==> config.mk <==
export PLATFORM = sky130hd
export DESIGN_NAME = i2s_rx_tdm
export DESIGN_NICKNAME = d
export VERILOG_FILES = /design/src/rtl/i2s_pkg.sv /design/src/rtl/i2s_sync_edge.sv /design/src/rtl/i2s_rx_tdm.sv
export SDC_FILE = /design/constraint.sdc
export NUM_CORES = 1
export LEC_CHECK = 0
export BUFFER_PORTS_ARGS = -buffer_cell sky130_fd_sc_hd__buf_2
export CAP_MARGIN = 20
export CORE_ASPECT_RATIO = 1.25
export CORE_UTILIZATION = 52
export DETAILED_ROUTE_END_ITERATION = 16
export PLACE_DENSITY = 0.74
export SETUP_SLACK_MARGIN = 0.2
export SYNTH_ARGS = -nofsm -noshare
export SYNTH_HDL_FRONTEND = slang
export SYNTH_HIERARCHICAL = 1
export SYNTH_SLANG_ARGS = --single-unit
==> constraint.sdc <==
create_clock -name clk -period 2.05 [get_ports clk]
set_clock_uncertainty 0.1 [all_clocks]
set_input_delay 0.205 -clock clk [delete_from_list [all_inputs] [get_ports clk]]
set_output_delay 0.205 -clock clk [all_outputs]
set_load 0.02 [all_outputs]
==> src/rtl/i2s_pkg.sv <==
// Shared definitions for the I2S/TDM receiver.
//   i2s_state_t       : receiver framing state (SYNC, SKIP, CAPT)
//   I2S_MAX_SLOT_W    : widest legal slot (and sample) in bit clocks
//   I2S_MAX_CH        : most channels per frame
//   I2S_MIN_SAMPLE_W  : narrowest legal sample
//   i2s_exp_ws()      : word-select level expected while sampling frame position pos
package i2s_pkg;

  typedef enum logic [1:0] {
    SYNC,
    SKIP,
    CAPT
  } i2s_state_t;

  localparam int unsigned I2S_MAX_SLOT_W   = 32;
  localparam int unsigned I2S_MAX_CH       = 8;
  localparam int unsigned I2S_MIN_SAMPLE_W = 8;

  // ws announces the half of the frame that the *next* bit belongs to, so the level seen
  // with bit pos is the half of pos+1.
  function automatic logic i2s_exp_ws(input int unsigned pos, input int unsigned frame_len);
    return ((pos + 1) % frame_len) >= (frame_len / 2);
  endfunction

endpackage

==> src/rtl/i2s_sync_edge.sv <==
// Three-flop synchroniser with edge detection for one asynchronous input.
//   clk_i   : sampling clock
//   rst_ni  : asynchronous active-low reset, clears all flops
//   async_i : asynchronous input
//   sync_o  : input after two flops
//   rise_o  : one-cycle pulse, sync_o went 0->1
//   fall_o  : one-cycle pulse, sync_o went 1->0
module i2s_sync_edge (
  input  logic clk_i,
  input  logic rst_ni,
  input  logic async_i,
  output logic sync_o,
  output logic rise_o,
  output logic fall_o
);

  logic [2:0] sync_q;

  always_ff @(posedge clk_i or negedge rst_ni) begin
    if (!rst_ni) begin
      sync_q <= '0;
    end else begin
      sync_q <= {sync_q[1:0], async_i};
    end
  end

  assign sync_o = sync_q[1];
  assign rise_o = sync_q[1] & ~sync_q[2];
  assign fall_o = ~sync_q[1] & sync_q[2];

endmodule

==> src/rtl/i2s_rx_tdm.sv <==
// I2S/TDM serial-audio receiver. Recovers NUM_CH samples of SAMPLE_W bits (MSB first) from
// SLOT_W-bit slots and presents each complete frame in parallel.
//   clk      : system clock (>= 8x I2S_sclk)
//   rst_n    : asynchronous active-low reset
//   I2S_sclk : asynchronous serial bit clock, data sampled on its rise
//   I2S_ws   : asynchronous word select, low for first half of frame, high for second
//   I2S_data : asynchronous serial data
//   en       : receiver enable; low forces resynchronisation
//   smpl_out : last complete frame, channel c at [c*SAMPLE_W +: SAMPLE_W]
//   vld      : one-clk pulse when smpl_out updates
//   frm_err  : one-clk pulse on a word-select framing error
module i2s_rx_tdm
  import i2s_pkg::*;
#(
  parameter int unsigned SAMPLE_W = 24,
  parameter int unsigned SLOT_W   = 32,
  parameter int unsigned NUM_CH   = 2
) (
  input  logic                       clk,
  input  logic                       rst_n,
  input  logic                       I2S_sclk,
  input  logic                       I2S_ws,
  input  logic                       I2S_data,
  input  logic                       en,
  output logic [NUM_CH*SAMPLE_W-1:0] smpl_out,
  output logic                       vld,
  output logic                       frm_err
);

  localparam int unsigned BitW     = $clog2(SLOT_W);
  localparam int unsigned ChW      = $clog2(NUM_CH);
  localparam int unsigned FrameLen = NUM_CH * SLOT_W;

  // Parameter legality
  if (SAMPLE_W < I2S_MIN_SAMPLE_W || SAMPLE_W > I2S_MAX_SLOT_W) begin : g_bad_sample_w
    $error("i2s_rx_tdm: SAMPLE_W must lie in 8..32");
  end
  if (SLOT_W < SAMPLE_W || SLOT_W > I2S_MAX_SLOT_W) begin : g_bad_slot_w
    $error("i2s_rx_tdm: SLOT_W must lie in SAMPLE_W..32");
  end
  if (NUM_CH < 2 || NUM_CH > I2S_MAX_CH || (NUM_CH % 2) != 0) begin : g_bad_num_ch
    $error("i2s_rx_tdm: NUM_CH must be even and lie in 2..8");
  end

  // ---------------------------------------------------------------------------------------
  // Synchronisers. Data is taken from the same flop depth as the sclk/ws sync outputs so a
  // bit and its word-select level are seen together with sclk_rise.
  // ---------------------------------------------------------------------------------------
  logic sclk_lvl, sclk_rise, sclk_fall;
  logic ws_s, ws_rise, ws_fall;
  logic [1:0] data_q;
  logic data_s;

  i2s_sync_edge u_sync_sclk (
    .clk_i   (clk),
    .rst_ni  (rst_n),
    .async_i (I2S_sclk),
    .sync_o  (sclk_lvl),
    .rise_o  (sclk_rise),
    .fall_o  (sclk_fall)
  );

  i2s_sync_edge u_sync_ws (
    .clk_i   (clk),
    .rst_ni  (rst_n),
    .async_i (I2S_ws),
    .sync_o  (ws_s),
    .rise_o  (ws_rise),
    .fall_o  (ws_fall)
  );

  always_ff @(posedge clk or negedge rst_n) begin
    if (!rst_n) begin
      data_q <= '0;
    end else begin
      data_q <= {data_q[0], I2S_data};
    end
  end

  assign data_s = data_q[1];

  logic unused_sync;
  assign unused_sync = ^{sclk_lvl, sclk_fall, ws_rise};

  // ---------------------------------------------------------------------------------------
  // Framing FSM, counters and working registers
  // ---------------------------------------------------------------------------------------
  i2s_state_t                       state_q, state_d;
  logic [BitW-1:0]                  bit_q, bit_d;
  logic [ChW-1:0]                   ch_q, ch_d;
  logic [NUM_CH-1:0][SAMPLE_W-1:0]  wrk_q, wrk_d;
  logic [NUM_CH*SAMPLE_W-1:0]       smpl_q, smpl_d;
  logic                             vld_q, vld_d;
  logic                             err_q, err_d;
  logic [31:0]                      pos;

  assign pos = 32'(ch_q) * SLOT_W + 32'(bit_q);

  always_comb begin
    state_d = state_q;
    bit_d   = bit_q;
    ch_d    = ch_q;
    wrk_d   = wrk_q;
    smpl_d  = smpl_q;
    vld_d   = 1'b0;
    err_d   = 1'b0;

    if (!en) begin
      state_d = SYNC;
      bit_d   = '0;
      ch_d    = '0;
      wrk_d   = '0;
    end else begin
      unique case (state_q)
        SYNC: begin
          if (ws_fall) state_d = SKIP;
        end

        // The rise after the ws fall carries the last bit of the previous frame.
        SKIP: begin
          if (sclk_rise) begin
            bit_d   = '0;
            ch_d    = '0;
            state_d = CAPT;
          end
        end

        CAPT: begin
          if (sclk_rise) begin
            if (32'(bit_q) < SAMPLE_W) begin
              wrk_d[ch_q] = {wrk_q[ch_q][SAMPLE_W-2:0], data_s};
            end

            if (ws_s != i2s_exp_ws(pos, FrameLen)) begin
              err_d   = 1'b1;
              state_d = SYNC;
              bit_d   = '0;
              ch_d    = '0;
              wrk_d   = '0;
            end else if (pos == FrameLen - 1) begin
              // Copy from wrk_d so a final sample bit on the last clock is included.
              smpl_d  = wrk_d;
              vld_d   = 1'b1;
              bit_d   = '0;
              ch_d    = '0;
            end else if (32'(bit_q) == SLOT_W - 1) begin
              bit_d   = '0;
              ch_d    = ch_q + ChW'(1);
            end else begin
              bit_d   = bit_q + BitW'(1);
            end
          end
        end

        default: state_d = SYNC;
      endcase
    end
  end

  always_ff @(posedge clk or negedge rst_n) begin
    if (!rst_n) begin
      state_q <= SYNC;
      bit_q   <= '0;
      ch_q    <= '0;
      wrk_q   <= '0;
      smpl_q  <= '0;
      vld_q   <= 1'b0;
      err_q   <= 1'b0;
    end else begin
      state_q <= state_d;
      bit_q   <= bit_d;
      ch_q    <= ch_d;
      wrk_q   <= wrk_d;
      smpl_q  <= smpl_d;
      vld_q   <= vld_d;
      err_q   <= err_d;
    end
  end

  assign smpl_out = smpl_q;
  assign vld      = vld_q;
  assign frm_err  = err_q;

endmodule

==> results of run 1 <==
-- report_power, final --
group | leakage, nW | internal (mW) | switching [mW]
combinational | 1.38 | 0.0799 | 0.102
clock | 0.264 | 1.68 | 1.03
sequential | 1.57 | 2.26 | 0.00654
total | 3.22 | 4.02 | 1.14
-- flip-flops by register name, indices dropped and copies added (netlist names) --
signal / count
smpl_out: 48
wrk_q: 48
bit_q: 5
u_sync_sclk/sync_q: 3
u_sync_ws/sync_q: 3
data_q: 2
state_q: 2
ch_q: 1
frm_err: 1
vld: 1
-- routing by layer --
metal / up-vias / part of all wire, % / routed length (um)
met5: - / 0 / 0
met4: 0 / 3.1 / 425
met3: 42 / 5.2 / 710
met2: 187 / 54 / 7313
li1: 1733 / - / -
met1: 2007 / 38 / 5103
-- final timing paths --
kind	startpoint	endpoint	slack, ns	cells after the start
worst max-delay path	u_sync_ws/sync_q[1]	wrk_q[41]	-0.03	8
worst min-delay path	rst_n	vld	0.07	2
worst max register to register	u_sync_ws/sync_q[1]	wrk_q[41]	-0.03	8
worst min register to register	u_sync_ws/sync_q[0]	u_sync_ws/sync_q[1]	0.25	0
max in group asynchronous	rst_n	wrk_q[6]	1.10	3
min in group clk	I2S_sclk	u_sync_sclk/sync_q[0]	0.24	2
-- layout make-up --
type | instances | area (um^2)
multi-input cells | 275 | 2132
inverters | 1 | 3.754
well taps | 120 | 150.1
clock buffers | 20 | 455.4
flip-flops and latches | 114 | 2853
clock inverters | 10 | 86.33
repair buffers | 125 | 1241
fillers | 472 | 1732
-- metrics by stage --
step           hold WS, ns  power [mW]  cells  setup TNS [ns]
3_5_place_dp       0.06485       2.432    590               0
4_1_cts            0.06396       5.132    658               0
5_1_grt            0.09307       5.295    665          -3.035
2_1_floorplan      -0.1906       2.355    420               0
3_3_place_gp       0.05888       2.426    590               0
6_report           0.06838       5.158    665         -0.1800
-- layout by cell type, fill, tap and decap left out, types with 2 or more instances in the layout --
| cell | n |
|---|---|
| nor2_2 | 15 |
| dlygate4sd3_1 | 5 |
| nand2_1 | 57 |
| o21ai_0 | 2 |
| buf_4 | 33 |
| a211o_1 | 2 |
| ha_4 | 2 |
| and2_4 | 2 |
| nor4_1 | 5 |
| and3_4 | 3 |
| nor2_1 | 40 |
| a31oi_2 | 2 |
| and2b_2 | 2 |
| buf_6 | 8 |
| o21ai_4 | 2 |
| nor4_4 | 11 |
| or3_4 | 2 |
| nand2b_1 | 2 |
| buf_2 | 54 |
| dfrtp_1 | 114 |
| clkbuf_8 | 4 |
| nand3_2 | 2 |
| nor4_2 | 9 |
| a31oi_1 | 22 |
| buf_12 | 12 |
| nor2_4 | 24 |
| buf_16 | 8 |
| clkinv_2 | 5 |
| a22o_1 | 48 |
| clkbuf_16 | 19 |
| clkinvlp_4 | 3 |
-- critical path: stages, from the launching register on --
cell,delay [ns]
dfrtp_1,0.41
xnor2_2,0.25
a21oi_2,0.09
or3_4,0.41
buf_12,0.16
o21ai_4,0.16
buf_6,0.14
buf_12,0.11
a22o_1,0.17
-- what timing repair did --
item | in CTS | in global routing
setup buffers | 22 | 5
gates cloned | 11 | 2
hold buffers | 5 | 0
endpoints found under the setup margin | 98 | 101
hold endpoints to repair | 119 | 0
gates resized for setup | 60 | 71
pin swaps | 11 | 24
==> results.txt, run 1 <==
Met2 Use GR -> 48.98%
Cell at the root of the clock tree -> clkbuf_8
Unrepaired setup endpoints after global routing -> yes
Insertion delay to the later sink of the worst-skew pair -> 0.51 ns
Sink Count -> 114
Warnings, synthesis -> 6
Data arrival time of the critical path -> 2.42 ns
Critical path class -> flip-flop to flip-flop
Cell area after layout -> 6922 um^2
GRT met1 Usage -> 33.94%
Violated checks -> negative setup slack
Die area -> 9265 um^2
Status -> finished, violations left
Area growth from synthesis to layout -> 49.88%
Normalized max-slew margin -> 67.30%
Critical-path maximum fanout -> 6
Leakage power total -> 3.218 nW
Worst-margin pin slew -> 0.4905 ns
GPL Wtd Cong -> 0.7789
Most congested layer reported by global routing -> met2
Via count of the first global-routing pass -> 3973
Ratio of routed vias to standard cells -> 5.968
M3 GR Usage -> 6.979%
Total placed instance area -> 5184 um^2
Maximum frequency from static timing analysis -> 480.7 MHz
Crit start category -> flip-flop
Post-layout nets -> 542
Required time reported for the critical path endpoint -> 2.39 ns
Drt initial violations -> 285
Wire length of the first global-routing pass -> 20.11 mm
Dpl ws -> 0.01929 ns
Total DRC errors in the routed layout -> 0
First-pass iteration count of the detailed router -> 5
Layout cell share with drive strength beyond 1 -> 43.67%
Number of instances in the synthesized netlist -> 420
Buffers on Ports -> 55
Number of max-capacitance violations reported -> 0
H-tree levels -> 4
Number of antenna violations at the first check in global routing -> 0
Pin count of the biggest net entering global routing -> 60
Final hold violation count -> 0
Largest buffer count on any clock path -> 2
Kind of end point of the critical path -> flip-flop
Synthesized area per cell -> 11.00 um^2
Die H -> 107.4 um
Number of pins exceeding their max-slew limit in the final report -> 0
GRT overflow -> 0
Ratio of total power to cell area -> 745.3 nW/um^2
Final cell utilization of the core -> 79.99%
Count of antenna-violating nets left after detailed routing -> 0
Overall via count from detail_route -> 3969
DR WL/cell -> 20.38 um
DIE WIDTH -> 86.29 um
Final HPWL DP -> 5.925 mm
Top-Level Pins -> 56
Clock Pin Slew Worst Setup and Hold Paths -> 0.06 ns
TritonCTS Buffers -> 17
Tot GR Track Use -> 29.00%
Starting density of the core -> 53.37%
Total inserted antenna cells -> 0
TritonCTS clock tree -> done
Post-Route WL -> 13.55 mm
Min Clock Period, post-route -> 2.080 ns
Share of the clock period used by the worst path -> 101.5%
Final setup margin -> -0.03045 ns
Number of endpoints failing setup at the final stage -> 13
Syn nets -> 428
IR drop worst, VDD -> 0.5193 mV
Row cnt -> 38
Type of the tightest min-delay check -> primary input to async pin
Core ar. -> 8653 um^2
Synthesized cell area -> 4618 um^2
Note: power is estimated with default switching activity, not from simulation.
==> run 2: changes to the inputs <==
--- a/config.mk
+++ b/config.mk
@@ -8,6 +8,7 @@
 export BUFFER_PORTS_ARGS = -buffer_cell sky130_fd_sc_hd__buf_2
 export CAP_MARGIN = 20
 export CORE_ASPECT_RATIO = 1.25
+export CORE_MARGIN = 4
 export CORE_UTILIZATION = 52
 export DETAILED_ROUTE_END_ITERATION = 16
 export PLACE_DENSITY = 0.74
==> results.txt, run 2 (synthesis gave the netlist of run 1 again) <==
Post-layout nets -> 537 (-0.92%)
Kind of end point of the critical path -> flip-flop
Net Sw Power -> 1.083 mW (-4.9%)
Count of antenna-violating nets left after detailed routing -> 0 (unchanged)
Number of pins exceeding their max-slew limit in the final report -> 0 (unchanged)
Ratio of total power to cell area -> 819.4 nW/um^2 (+9.9%)
Ratio of routed vias to standard cells -> 5.845 (-2.1%)
Violated checks -> negative setup slack
Clk pwr share -> 55.3% (+2.8 points)
Sequential share of power -> 41.7% (-2.3 points)
Largest buffer count on any clock path -> 2 (unchanged)
Cell family with the largest share of critical-path delay -> simple AND/OR/NAND/NOR gates
Clock Pin Slew Worst Setup and Hold Paths -> 0.06 ns (about the same)
GRT overflow -> 0 (unchanged)
Worst-margin pin slew -> 0.6029 ns (+0.1124 ns)
Buffers plus inverters on the worst setup path -> 4 (+1)
Dpl ws -> 0.05415 ns (+0.03485 ns)
Core ar. -> 8653 um^2 (unchanged)
Drt initial violations -> 228 (-20%)
Insertion delay to the later sink of the worst-skew pair -> 0.52 ns (about the same)
Normalized max-slew margin -> 59.81% (-7.5 points)
Most frequent cells in the layout -> 114 x dfrtp_1, 78 x nor2_1, 57 x nand2_1, 54 x buf_2, 48 x a22o_1
Crit path max-delay cell type -> dfrtp_1
TritonCTS clock tree -> done
Number of max-capacitance violations reported -> 0 (unchanged)
Overall via count from detail_route -> 3858 (-2.8%)
Buffers on Ports -> 55 (unchanged)
IR drop worst, VDD -> 0.6088 mV (+17%)
Filler cell count in the final layout -> 537 (+14%)
Tot GR Track Use -> 20.98% (-8.0 points)
Data arrival time of the critical path -> 2.40 ns (-0.02 ns)
Most common cell after layout, fill and taps aside -> dfrtp_1
Share of the clock period used by the worst path -> 101.4% (about the same)
Row cnt -> 38 (unchanged)
GPL Wtd Cong -> 0.8231 (+5.7%)
Sink Count -> 114 (unchanged)
Via count of the first global-routing pass -> 3665 (-7.8%)
Status -> finished, violations left
Unrepaired setup endpoints after global routing -> yes
Die area -> 10460 um^2 (+13%)
Post-Route WL -> 12.83 mm (-5.3%)
Crit-path max cell delay -> 0.39 ns (-0.02 ns)
First-pass iteration count of the detailed router -> 5 (unchanged)
DIE WIDTH -> 92.29 um (+7.0%)
DR WL/cell -> 19.44 um (-4.6%)
Leakage power total -> 3.082 nW (-4.2%)
Min Clock Period, post-route -> 2.079 ns (-0.001271 ns)
Type of the tightest min-delay check -> primary input to async pin
Switching share of power -> 19.90% (-2.2 points)
Cell-by-cell trace of the critical path -> and2b_2 -> nand3_2 -> buf_4 -> nor4_4 -> buf_6 -> buf_12 -> clkbuf_16 -> nor2_1 -> a31oi_1
Wire length of the first global-routing pass -> 17.44 mm (-13%)
Layout cell share with drive strength beyond 1 -> 34.44% (-9.2 points)
Cell internal pwr -> 4.360 mW (+8.5%)
Number of endpoints failing setup at the final stage -> 1 (-12)
Crit start category -> flip-flop
Final setup margin -> -0.02918 ns (+0.001271 ns)
Area growth from synthesis to layout -> 43.86%
H-tree levels -> 4 (unchanged)
Combinational power share -> 3.0% (-0.5 points)
Top-Level Pins -> 56 (unchanged)
Critical path class -> flip-flop to flip-flop
Cell at the root of the clock tree -> clkbuf_8
Number of antenna violations at the first check in global routing -> 0 (unchanged)
Required time reported for the critical path endpoint -> 2.37 ns (-0.02 ns)
TritonCTS Buffers -> 17 (unchanged)
Total DRC errors in the routed layout -> 0 (unchanged)
Final HPWL DP -> 5.695 mm (-3.9%)
Maximum frequency from static timing analysis -> 481.0 MHz (about the same)
Starting density of the core -> 53.37% (unchanged)
Post-layout total power -> 5.444 mW (+5.5%)
Total inserted antenna cells -> 0 (unchanged)
Critical-path maximum fanout -> 8 (+2)
Die H -> 113.4 um (+5.6%)
Final hold violation count -> 0 (unchanged)
Pin count of the biggest net entering global routing -> 115 (+92%)
[run 2: final timing paths]
path,cells after the start,start,to,slack [ns]
min in group clk,2,I2S_ws,u_sync_ws/sync_q[0],0.23
setup / recovery,9,state_q[0],smpl_out[24],-0.03
hold / removal,3,rst_n,smpl_out[41],0.20
hold reg to reg,0,data_q[0],data_q[1],0.24
max in group asynchronous,3,rst_n,smpl_out[9],1.18
setup reg to reg,9,state_q[0],smpl_out[24],-0.03
[run 2: worst register-to-register path, cell delays in order, from the launching register on]
cell and delay (ns):
dfrtp_1 0.39, and2b_2 0.28, nand3_2 0.09, buf_4 0.15, nor4_4 0.27, buf_6 0.16
buf_12 0.12, clkbuf_16 0.15, nor2_1 0.05, a31oi_1 0.22
[run 2: cell type report]
class	count	area [um^2]	share of cell area, %
sequential	114	2853	42.94
inverter	1	3.754	0.05650
multi-input combinational	275	1949	29.34
timing repair buffer	120	1085	16.33
tap	120	150.1	2.260
clock buffer	26	508.0	7.646
clock inverter	4	95.09	1.431
[run 2: layer usage]
metal | global-route usage [%] | vias up | routed length [um]
met3 | 5.851 | 36 | 691
met1 | 25.62 | 1945 | 4865
li1 | - | 1720 | -
met2 | 35.38 | 157 | 6918
met5 | 0 | - | 0
met4 | 8.127 | 0 | 356
[run 2: stage by stage]
| stage | cell area [um^2] | hold WS [ns] | instances | utilization (%) | setup TNS (ns) |
|---|---|---|---|---|---|
| floorplan | 4693 | -0.1906 | 420 | - | 0 |
| global placement | 5184 | 0.2155 | 590 | 59.90 | 0 |
| CTS | 5967 | 0.2043 | 630 | 68.96 | 0 |
| finish | 6644 | 0.2000 | 660 | 76.78 | -0.02918 |
| global route | 6644 | 0.2437 | 660 | 76.78 | -2.877 |
| detailed placement | 5184 | 0.2167 | 590 | 59.90 | 0 |
[run 2: what timing repair did]
item,4_1_cts,5_1_grt
gates cloned,2,9
gates resized for setup,11,51
hold buffers,5,0
pin swaps,1,17
endpoints found under the setup margin,93,102
endpoints found under the hold margin,120,0
buffers inserted,3,21
[run 2: power by group through the flow]
stage,clock network [mW],registers [mW],logic [mW]
detailed placement,0,2.31,0.122
finish,3.01,2.27,0.162
floorplan,0,2.31,0.0469
global route,3.14,2.27,0.178
global placement,0,2.31,0.118
CTS,3.04,2.27,0.131
==> run 3: changes to the inputs <==
--- a/config.mk
+++ b/config.mk
@@ -5,13 +5,14 @@
 export SDC_FILE = /design/constraint.sdc
 export NUM_CORES = 1
 export LEC_CHECK = 0
+export ABC_AREA = 1
 export BUFFER_PORTS_ARGS = -buffer_cell sky130_fd_sc_hd__buf_2
 export CAP_MARGIN = 20
 export CORE_ASPECT_RATIO = 1.25
 export CORE_MARGIN = 4
-export CORE_UTILIZATION = 52
+export CORE_UTILIZATION = 55
 export DETAILED_ROUTE_END_ITERATION = 16
-export PLACE_DENSITY = 0.74
+export PLACE_DENSITY = 0.75
 export SETUP_SLACK_MARGIN = 0.2
 export SYNTH_ARGS = -nofsm -noshare
 export SYNTH_HDL_FRONTEND = slang
==> constraint.sdc (replaced) <==
create_clock -name clk -period 2.26 [get_ports clk]
set_clock_uncertainty 0.1 [all_clocks]
set_input_delay 0.226 -clock clk [delete_from_list [all_inputs] [get_ports clk]]
set_output_delay 0.226 -clock clk [all_outputs]
set_load 0.02 [all_outputs]
==> results.txt, run 3 <==
Status -> finished, final reports clean
Normalized max-slew margin -> 66.01% (+6.2 points)
Filler cell count in the final layout -> 749 (+39%)
Via count of the first global-routing pass -> 4007 (+9.3%)
Dpl ws -> 0.4860 ns (+0.4318 ns)
Insertion delay to the later sink of the worst-skew pair -> 0.52 ns (about the same)
Number of pins exceeding their max-slew limit in the final report -> 0 (unchanged)
Tot GR Track Use -> 21.31% (+0.34 points)
Share of the clock period used by the worst path -> 79.99% (-21 points)
Worst hold slack -> 0.1145 ns (-0.08549 ns)
Critical-path maximum fanout -> 35 (+27)
Wire length of the first global-routing pass -> 17.99 mm (+3.1%)
Number of instances in the synthesized netlist -> 584 (+39%)
Register area -> 2853 um^2 (unchanged)
Cell internal pwr -> 3.693 mW (-15%)
Total placed instance area -> 5431 um^2 (+4.8%)
Warnings, synthesis -> 6 (unchanged)
Clock Pin Slew Worst Setup and Hold Paths -> 0.05 ns (about the same)
Final cell utilization of the core -> 68.11% (-8.7 points)
Syn nets -> 592 (+38%)
Crit start category -> flip-flop
Area growth from synthesis to layout -> 18.72%
Die area -> 10830 um^2 (+3.6%)
Setup TNS -> 0 ns (+0.02918 ns)
Sink Count -> 114 (unchanged)
Footprint of the multi-input gates -> 1823 um^2 (-6.5%)
Required time reported for the critical path endpoint -> 2.55 ns (+0.18 ns)
Net Sw Power -> 1.009 mW (-6.8%)
Critical path class -> flip-flop to flip-flop
Post-Route WL -> 10.81 mm (-16%)
Number of antenna violations at the first check in global routing -> 0 (unchanged)
Most frequent cells in the layout -> 165 x nand2_1, 118 x o21ai_0, 114 x dfrtp_1, 54 x inv_1, 54 x buf_2
Number of endpoints failing setup at the final stage -> 0 (-1)
Ratio of routed vias to standard cells -> 5.315 (-9.1%)
Clk pwr share -> 51.4% (-3.9 points)
Drt initial violations -> 238 (+4.4%)
Type of the tightest min-delay check -> primary input to async pin
Sequential share of power -> 44.2% (+2.5 points)
Core ar. -> 8843 um^2 (+2.2%)
Total DRC errors in the routed layout -> 0 (unchanged)
Worst-margin pin slew -> 0.5099 ns (-0.09303 ns)
Min Clock Period, post-route -> 1.808 ns (-0.2715 ns)
IR drop worst, VDD -> 0.4999 mV (-18%)
Placed cells -> 737 (+25%)
Number of max-capacitance violations reported -> 0 (unchanged)
Top-Level Pins -> 56 (unchanged)
DR WL/cell -> 14.02 um (-28%)
Cell area after layout -> 6023 um^2 (-9.3%)
Maximum frequency from static timing analysis -> 553.2 MHz (+15%)
Post-layout total power -> 4.702 mW (-14%)
Internal reg-to-reg setup slack -> 0.45 ns (+0.48 ns)
Most common cell after layout, fill and taps aside -> nand2_1
Combinational power share -> 4.5% (+1.5 points)
Leakage power total -> 2.964 nW (-3.9%)
Post-layout nets -> 649 (+21%)
H-tree levels -> 4 (unchanged)
Synthesized cell area -> 5074 um^2 (+9.9%)
Overall via count from detail_route -> 4098 (+6.2%)
GRT overflow -> 0 (unchanged)
Starting density of the core -> 57.37% (+4.0 points)
Unrepaired setup endpoints after global routing -> no
Row cnt -> 38 (unchanged)
First-pass iteration count of the detailed router -> 6 (+1)
Cell at the root of the clock tree -> clkbuf_8
TritonCTS Buffers -> 17 (unchanged)
TritonCTS clock tree -> done
Final HPWL DP -> 6.777 mm (+19%)
Largest buffer count on any clock path -> 2 (unchanged)
Buffers on Ports -> 55 (unchanged)
Ratio of total power to cell area -> 780.7 nW/um^2 (-4.7%)
Synthesized area per cell -> 8.688 um^2 (-21%)
Kind of end point of the critical path -> flip-flop
Final instance count without filler cells -> 771 (+17%)
Total inserted antenna cells -> 0 (unchanged)
Pin count of the biggest net entering global routing -> 65 (-43%)
DIE WIDTH -> 93.91 um (+1.7%)
Layout cell share with drive strength beyond 1 -> 16.44% (-18 points)
Switching share of power -> 21.46% (+1.6 points)
Final hold violation count -> 0 (unchanged)
Final setup margin -> 0.4523 ns (+0.4815 ns)
Data arrival time of the critical path -> 2.10 ns (-0.30 ns)
GPL Wtd Cong -> 0.8562 (+4.0%)
Count of antenna-violating nets left after detailed routing -> 0 (unchanged)
Die H -> 115.4 um (+1.8%)
-- run 3: routing by layer --
metal / part of all wire, % / global-route usage [%]
met1: 42 / 24.89
met3: 4.6 / 6.545
met4: 1.6 / 8.574
met5: 0 / 0
met2: 52 / 36.57
-- run 3: cell type report --
type / instances / area share, %
clock buffer: 23 / 8.081
inverter: 56 / 3.531
multi-input combinational: 380 / 30.27
timing repair buffer: 72 / 7.354
clock inverter: 6 / 0.9140
sequential: 114 / 47.36
tap: 120 / 2.493
-- run 3: worst paths after layout --
| check | startpoint | endpoint | cells past startpoint |
|---|---|---|---|
| setup / recovery | bit_q[0] | smpl_out[27] | 7 |
| hold reg to reg | u_sync_ws/sync_q[0] | u_sync_ws/sync_q[1] | 0 |
| min in group clk | I2S_sclk | u_sync_sclk/sync_q[0] | 2 |
| setup reg to reg | bit_q[0] | smpl_out[27] | 7 |
| hold / removal | rst_n | smpl_out[3] | 2 |
| max in group asynchronous | rst_n | wrk_q[17] | 3 |
-- run 3: critical path: stages, from the launching register on --
cell and delay (ns):
dfrtp_1 0.40, ha_1 0.20, nand3_1 0.11, nor2_1 0.29, nand3_4 0.13, buf_4 0.27, nand2_1 0.10, o21ai_0 0.08
-- run 3: what timing repair did --
item / 4_1_cts / 5_1_grt
buffers inserted: 0 / 0
resized for setup: 0 / 0
hold endpoints to repair: 46 / 0
hold buffers: 5 / 0
-- run 3: power by group through the flow --
| stage | logic, mW | registers, mW | clock network (mW) |
|---|---|---|---|
| finish | 0.210 | 2.08 | 2.41 |
| global route | 0.236 | 2.08 | 2.58 |
| CTS | 0.212 | 2.08 | 2.46 |
| detailed placement | 0.203 | 2.11 | 0 |
| floorplan | 0.122 | 2.11 | 0 |
| global placement | 0.197 | 2.11 | 0 |
